### config.mk
export PLATFORM = sky130hd
export DESIGN_NAME = add_seq_ctrl
export DESIGN_NICKNAME = d
export VERILOG_FILES = /design/src/rtl/add_seq_ctrl.sv
export SDC_FILE = /design/constraint.sdc
export NUM_CORES = 1
export LEC_CHECK = 0
export ABC_AREA = 1
export BUFFER_PORTS_ARGS = -buffer_cell sky130_fd_sc_hd__buf_4
export CORE_ASPECT_RATIO = 1.75
export CORE_MARGIN = 3
export CORE_UTILIZATION = 30
export DETAILED_ROUTE_END_ITERATION = 16
export GPL_TIMING_DRIVEN = 0
export PLACE_DENSITY = 0.56
export RECOVER_POWER = 100
export SYNTH_ARGS = -nofsm -noshare
export SYNTH_HDL_FRONTEND = slang
export SYNTH_SLANG_ARGS = --single-unit
export TNS_END_PERCENT = 5
### constraint.sdc
create_clock -name clk -period 7.4 [get_ports clk]
set_clock_uncertainty 0.2 [all_clocks]
set_input_delay 0.74 -clock clk [delete_from_list [all_inputs] [get_ports clk]]
set_output_delay 0.74 -clock clk [all_outputs]
set_load 0.05 [all_outputs]
### src/rtl/add_seq_ctrl.sv
// rtl/add_seq_ctrl.sv - byte-serial multi-precision add/subtract sequencer around one 8-bit ripple adder
module FA_8_bit (
  input  logic [7:0] a,
  input  logic [7:0] b,
  input  logic       cin,
  output logic [7:0] sum,
  output logic       co_bit_8
);
  logic [8:0] c;

  always_comb begin
    c      = '0;
    sum    = '0;
    c[0]   = cin;
    for (int i = 0; i < 8; i++) begin
      sum[i]   = a[i] ^ b[i] ^ c[i];
      c[i+1]   = (a[i] & b[i]) | (a[i] & c[i]) | (b[i] & c[i]);
    end
    co_bit_8 = c[8];
  end
endmodule

module add_seq_ctrl #(
  parameter int NBYTES = 4
) (
  input  logic                  clk,
  input  logic                  rst_n,
  input  logic                  in_valid,
  output logic                  in_ready,
  input  logic [8*NBYTES-1:0]   op_a,
  input  logic [8*NBYTES-1:0]   op_b,
  input  logic                  op_sub,
  input  logic                  cin_in,
  output logic                  out_valid,
  input  logic                  out_ready,
  output logic [8*NBYTES-1:0]   result,
  output logic                  cout,
  output logic                  ovf,
  output logic                  busy
);
  localparam int IDXW = (NBYTES > 1) ? $clog2(NBYTES) : 1;
  localparam logic [IDXW-1:0] LAST_IDX = IDXW'(NBYTES - 1);

  typedef enum logic [1:0] {IDLE, RUN, DONE} state_t;

  state_t                   state;
  logic [NBYTES-1:0][7:0]   a_reg;
  logic [NBYTES-1:0][7:0]   b_reg;
  logic [NBYTES-1:0][7:0]   res_reg;
  logic                     carry_reg;
  logic [IDXW-1:0]          idx;

  logic [7:0]               add_a;
  logic [7:0]               add_b;
  logic [7:0]               add_sum;
  logic                     add_co;

  // Adder inputs always come from registers, so nothing floats outside RUN.
  assign add_a    = a_reg[idx];
  assign add_b    = b_reg[idx];
  assign in_ready = (state == IDLE);
  assign result   = res_reg;

  FA_8_bit u_fa (
    .a        (add_a),
    .b        (add_b),
    .cin      (carry_reg),
    .sum      (add_sum),
    .co_bit_8 (add_co)
  );

  always_ff @(posedge clk or negedge rst_n) begin
    if (!rst_n) begin
      state     <= IDLE;
      a_reg     <= '0;
      b_reg     <= '0;
      res_reg   <= '0;
      carry_reg <= 1'b0;
      idx       <= '0;
      cout      <= 1'b0;
      ovf       <= 1'b0;
      out_valid <= 1'b0;
      busy      <= 1'b0;
    end else begin
      case (state)
        IDLE: begin
          if (in_valid) begin
            // Subtraction is A + ~B + 1, so the inversion and the +1 happen at capture.
            a_reg     <= op_a;
            b_reg     <= op_sub ? ~op_b : op_b;
            carry_reg <= op_sub ? 1'b1 : cin_in;
            idx       <= '0;
            res_reg   <= '0;
            cout      <= 1'b0;
            ovf       <= 1'b0;
            busy      <= 1'b1;
            state     <= RUN;
          end
        end
        RUN: begin
          res_reg[idx] <= add_sum;
          carry_reg    <= add_co;
          if (idx == LAST_IDX) begin
            cout      <= add_co;
            ovf       <= (add_a[7] == add_b[7]) && (add_sum[7] != add_a[7]);
            out_valid <= 1'b1;
            state     <= DONE;
          end else begin
            idx <= idx + 1'b1;
          end
        end
        DONE: begin
          if (out_ready) begin
            out_valid <= 1'b0;
            busy      <= 1'b0;
            state     <= IDLE;
          end
        end
        default: state <= IDLE;
      endcase
    end
  end
endmodule

==> impl_metrics.yaml, run 1 <==
run_status:
  status: "finished, final reports clean"
synthesis:
  yosysTopAreaCellShare: 0.531
  syn_area_um2: 4950
  synth_cell_types: 30
  synth.largest_area_cell: "dfrtp_1"
  synth.avg_cell_area_um2: 9.22
  synthMostInstantiatedCell: "nand2_1"
  synth_flop_cell: "dfrtp_1"
  synth_edf_count: 0
  ys_ff_latch: 105
  syn_nets: 620
  netlist_instances: 537
  yosys-top-cells-area: "dfrtp_1 (53%), nand2_1 (14%), xnor2_1 (5.7%)"
  yosysWarnings: 0
  ys_top_cells_by_count: "nand2_1 (187), dfrtp_1 (105), o21ai_1 (44)"
  yosysSeqAreaShare: 0.531
  async_flop_share: 1.00
job:
  cap_violations: 0
place:
  gp_congestion: 0.818
  placed_area_um2: 5980
  dp_hpwl_um: 11000
  io_buffers: 105
worst_setup_path:
  path_common_cell: "fa_1"
  start_kind: "register"
  crit_type: "reg2reg"
  critPathCaptureType: "register"
  path_max_fanout: 11
  crit_arrival_ns: 5.54
  required_ns: 7.44
  crit_chain: "clkbuf_1 > clkinv_1 > clkbuf_1 > o21ai_0 > o22ai_1 > fa_1 > inv_1 > fa_1 > fa_1 > fa_1 > fa_1 > fa_1 > fa_1 > inv_1 > fa_1 > inv_1 > nand2_1 > nand3_1 > nand2_1"
  slowest_stage: "dfrtp_1"
  slowest_delay_ns: 0.43
clocking:
  cts_tree: "built"
  post_cts_buffers: 0
  numCtsBuffers: 9
  clk_pin_slew_worst_paths_ns: 0.07
  cts.sinks: 105
  cts_resized: 0
  insertion_delay_ns: 0.35
  ctsRootBufferMaster: "clkbuf_16"
  ctsHtreeMaxLevel: 3
  cts_buffer_depth: 2
sta:
  timing.final.crit_share: 0.743
  final_max_slew_viol_count: 0
  final.min_clock_period_ns: 5.50
  maxSlewHeadroom: 0.584
  rsz0062_at_grt: "no"
  hold_violations: 0
  tns_ns: 0
  fmax_mhz: 182
  tightest_slew_ns: 0.627
  setup_viol: 0
detailed_routing:
  wl_per_cell_um: 16.9
  drtIter0Drc: 149
  post-route-drc-count: 0
  vias: 4090
  wl_um: 14300
  first_pass_iters: 4
  vias_per_cell: 4.82
  ant_nets: 0
power_and_ir_drop:
  leakagePower_nw: 2.92
  irDropWorstVdd_uv: 174
  power_density_nw_per_um2: 520
global_route:
  groute.usage.overall: 0.161
  antenna_found_initial: 0
  grt_pass1_wl_um: 22300
  grt_overflow: 0
  grt_max_degree: 106
  grt_pass1_vias: 4285
die:
  io_pins: 107
  initial_core_util: 0.309
  std_cell_rows: 61
  dieArea_um2: 18100
  die_y_um: 176
  die-width_um: 103
  coreArea_um2: 16000
finish:
  fillers: 1685
  ff_latch_area_um2: 2630
  syn2layout_area_growth_pct: 24.5
  finalCoreUtilization: 0.384
  multi_input_area_um2: 2040
  finish.instance_area_um2: 6160
  drive_above_1_share: 0.164
  antennaDiodeCount: 0
  fin_nets: 738
hold_path:
  hp-class: "reg2reg"
cell type report:
class,instances,area share
Clock inverter,7,0.0173
Sequential cell,105,0.426
Multi-Input combinational cell,382,0.331
Tap cell,189,0.0384
Buffer,35,0.0301
Timing Repair Buffer,107,0.111
Clock buffer,9,0.0365
Inverter,15,0.00914
worst max-delay path: cells and delay by family (launching register included):
kind                     cells  cell delay, ns
AO/OA/AOI/OAI                2            0.42
adder cells (fa/ha/maj)      8            2.99
buffers and inverters        6            1.16
AND/OR/NAND/NOR              3            0.20
flip-flops                   1            0.43
routing by layer:
layer	global-route usage	vias to the layer above	wire length (um)
met4	0.0692	0	489
met2	0.285	106	7640
met1	0.190	1973	5630
li1	-	1985	-
met3	0.0241	26	549
met5	0	-	0
stage by stage:
step	hold WS, ns	setup slack, ns	power [mW]	cells
after floorplan	0.244	2.79	2.14	537
after global placement	0.266	2.10	2.78	831
after detailed placement	0.267	2.04	2.82	831
after CTS	0.286	2.02	3.36	847
after global routing	0.306	1.61	3.43	849
final	0.281	1.90	3.20	849
power breakdown:
| group | switching (mW) | leakage [nW] | internal [mW] |
|---|---|---|---|
| combinational | 1.16 | 1.43 | 0.521 |
| sequential | 0.165 | 1.32 | 0.827 |
| clock | 0.228 | 0.163 | 0.303 |
| total | 1.55 | 2.92 | 1.65 |
layout by cell type, fill, tap and decap left out, types with 3 or more instances in the layout:
cell / Yosys / routed
clkbuf_16: 0 / 9
nand2_1: 187 / 188
xnor2_1: 32 / 32
dfrtp_1: 105 / 105
nand2_4: 3 / 3
inv_6: 0 / 3
o22ai_1: 3 / 3
nor2_1: 8 / 9
ha_1: 5 / 5
a32o_1: 12 / 12
buf_4: 8 / 68
o21ai_1: 44 / 5
clkbuf_1: 7 / 56
inv_1: 11 / 11
fa_1: 8 / 8
buf_6: 4 / 4
o21ai_0: 30 / 70
nand3_1: 29 / 29
a21oi_1: 12 / 12
buf_2: 13 / 10
cell families after synthesis:
family	Yosys count	synth area share
buffers and inverters	50	0.0551
DFF	105	0.531
adders and majority gates	13	0.0450
AOI/OAI and AO/OA	104	0.120
and+or+nand+nor	233	0.193
xor gates and xnor gates	32	0.0566
final timing paths:
path                             end  depth (start not counted)  startpoint  slack [ns]
setup / recovery                 ovf                         19      idx[0]        1.90
hold reg to reg            a_reg[15]                          2   a_reg[15]        0.28
min in group asynchronous  result[4]                          2       rst_n        0.58
max in group asynchronous  a_reg[17]                          3       rst_n        5.62
setup reg to reg                 ovf                         19      idx[0]        1.90
hold / removal             a_reg[15]                          2   a_reg[15]        0.28
timing repair:
item / in CTS / in global routing
hold endpoints to repair: 0 / 2
hold buffers: 0 / 1
setup endpoints to repair: 0 / 0
Power figures use the tool's default switching activity.
==> inputs of run 2 (changes only) <==
- ABC_AREA: 1 -> 0
- clock period: 7.4 -> 5.1 ns (I/O delays scaled with it)
==> run 2 against run 1 <==
Against the previous run:
- the flow now finishes with violations (max-capacitance violations, max-slew violations)
- worst hold slack lost 0.14 ns
- core utilization shrank 0.25 points
- clock power grew 36%
- final cell count shrank 11%
- register-to-register slack lost 1.7 ns
- synthesized cell count shrank 18%
- sequential share of layout area grew 0.48 points
- first-iteration DRC count grew 9.4%
- die area shrank 1.2%
- worst setup slack lost 1.7 ns
- final area shrank 1.1%
- highest routed layer unchanged
==> impl_metrics.yaml, run 2 <==
finish:
  syn2layout_area_growth_pct: 24.6
  final_cell_mix: "nand2_1 (135), dfrtp_1 (105), buf_4 (69)"
  fin_nets: 641
  drive_above_1_share: 0.215
  fillers: 1633
  final_common_cell: "nand2_1"
  antennaDiodeCount: 0
worst_setup_path:
  path_max_fanout: 10
  reg2reg_slack_ns: 0.20
  crit_arrival_ns: 4.93
  crit_type: "reg2reg"
  start_kind: "register"
  critPathCaptureType: "register"
  required_ns: 5.14
clocking:
  ctsRootBufferMaster: "clkbuf_16"
  cts_buffer_depth: 2
  numCtsBuffers: 9
  ctsHtreeMaxLevel: 3
  insertion_delay_ns: 0.35
  cts_hold_buf: 0
  clk_pin_slew_worst_paths_ns: 0.08
  cts.sinks: 105
  cts_tree: "built"
die:
  dieArea_um2: 17900
  die-width_um: 102
  io_pins: 107
  initial_core_util: 0.306
  die_y_um: 175
  std_cell_rows: 61
  coreArea_um2: 16000
power_and_ir_drop:
  leakagePower_nw: 2.81
  p_int_mw: 2.45
  comb_power_share: 0.526
  power_density_nw_per_um2: 731
  irDropWorstVdd_uv: 256
  switching_share: 0.449
  p_switching_mw: 2.00
  power_frac_seq: 0.312
  p_clk_frac: 0.162
  fin_total_pwr_mw: 4.45
place:
  dp_hpwl_um: 10000
  io_buffers: 105
  gp_congestion: 0.782
  dp_worst_setup_slack_ns: -0.433
synthesis:
  netlist_instances: 441
  yosys-top-cells-area: "dfrtp_1 (54%), nand2_1 (10%), mux4_2 (7.4%)"
  synth.avg_cell_area_um2: 11.1
  async_flop_share: 1.00
  syn_nets: 524
  syn_area_um2: 4890
  ys_ff_latch: 105
  yosysSeqAreaShare: 0.537
  yosysWarnings: 0
  synth_edf_count: 0
  synthMostInstantiatedCell: "nand2_1"
  synth.largest_area_cell: "dfrtp_1"
  yosysTopAreaCellShare: 0.537
  ys_top_cells_by_count: "nand2_1 (135), dfrtp_1 (105), xnor2_1 (32)"
  synth_flop_cell: "dfrtp_1"
  synth_cell_types: 28
detailed_routing:
  drtIter0Drc: 163
  wl_um: 13000
  vias: 3576
  vias_per_cell: 4.76
  post-route-drc-count: 0
  first_pass_iters: 4
  wl_per_cell_um: 17.2
  ant_nets: 0
sta:
  setup_viol: 0
  rsz0062_at_grt: "no"
  hold_violations: 0
  final.setup.worst_slack_ns: 0.205
  final_max_slew_viol_count: 106
  timing.final.crit_share: 0.960
  fmax_mhz: 204
  tightest_slew_ns: 2.57
  final.min_clock_period_ns: 4.90
  maxSlewHeadroom: -0.711
hold_path:
  hp-class: "in2reg"
run_status:
  violations: "max-capacitance violations, max-slew violations"
  status: "finished with violations"
global_route:
  grt_max_degree: 106
  grt_overflow: 0
  antenna_found_initial: 0
  grt_pass1_wl_um: 20200
  grt_pass1_vias: 3835
  groute.usage.overall: 0.150
job:
  cap_violations: 1
==> run 2: cell count changes after synthesis, sizes merged, moves of 16 or more <==
| cell | before | now |
|---|---|---|
| o2bb2ai | 0 | 25 |
| nand2 | 192 | 135 |
| o21ai | 75 | 36 |
| mux4 | 0 | 16 |
| nand3 | 29 | 2 |
==> run 2: cells by family after synthesis <==
kind of cell | synth area share
buffers and inverters | 0.0514
AND/OR/NAND/NOR | 0.119
flip-flops | 0.537
AO/OA/AOI/OAI | 0.112
adder cells (fa/ha/maj) | 0.0456
XOR/XNOR | 0.0591
multiplexers | 0.0760
==> run 2: worst paths after layout <==
kind / start / endpoint / cells past startpoint
max: idx[1] / ovf / 15
min: op_a[28] / a_reg[28] / 3
max reg2reg: idx[1] / ovf / 15
min reg2reg: a_reg[23] / a_reg[23] / 2
max in group asynchronous: rst_n / idx[1] / 2
min in group asynchronous: rst_n / a_reg[21] / 2
==> run 2: cell type report <==
cell class	instances	area, um^2	area share
Inverter	20	75.1	0.0123
Tap cell	189	236	0.0388
Timing Repair Buffer	107	664	0.109
Buffer	27	174	0.0285
Sequential cell	105	2630	0.431
Clock buffer	9	225	0.0370
Multi-Input combinational cell	288	2010	0.329
Clock inverter	7	83.8	0.0138
==> run 2: timing repair <==
action / in CTS / in global routing
setup endpoints to repair: 5 / 1
pin swaps: 0 / 0
resized for setup: 4 / 5
setup buffers: 0 / 1
cloned: 0 / 0
==> run 2: critical path, stage by stage, from the launching register on <==
cell and delay, ns:
dfrtp_1 0.40, buf_6 0.18, buf_6 0.19, mux4_2 0.26, fa_1 0.19, inv_1 0.05
fa_1 0.39, fa_1 0.39, fa_1 0.39, fa_1 0.40, fa_1 0.40, fa_1 0.40
inv_1 0.10, fa_2 0.49, xor2_1 0.18, a22o_1 0.18
==> run 2: metal layers <==
layer,vias up,track usage,part of all wire
li1,1710,-,-
met1,1767,0.165,0.37
met2,83,0.279,0.57
met3,16,0.0284,0.043
met4,0,0.0531,0.020
met5,-,0,0
==> run 2: stage by stage <==
step / TNS (ns) / instance area [um^2] / hold slack, ns / std cells / util
4_1_cts: 0 / 6230 / 0.138 / 750 / 0.390
2_1_floorplan: 0 / 4890 / 0.0144 / 441 / -
3_5_place_dp: -1.79 / 5910 / 0.261 / 735 / 0.371
5_1_grt: 0 / 6090 / 0.141 / 752 / 0.382
3_3_place_gp: -1.37 / 5910 / 0.255 / 735 / 0.371
6_report: 0 / 6090 / 0.145 / 752 / 0.382
==> run 2: power by group through the flow <==
| stage | sequential (mW) | clock, mW | combinational [mW] |
|---|---|---|---|
| floorplan | 1.64 | 0 | 1.43 |
| global placement | 1.38 | 0 | 2.43 |
| detailed placement | 1.40 | 0 | 2.47 |
| CTS | 1.39 | 0.737 | 2.48 |
| global route | 1.43 | 0.774 | 2.59 |
| finish | 1.39 | 0.722 | 2.34 |
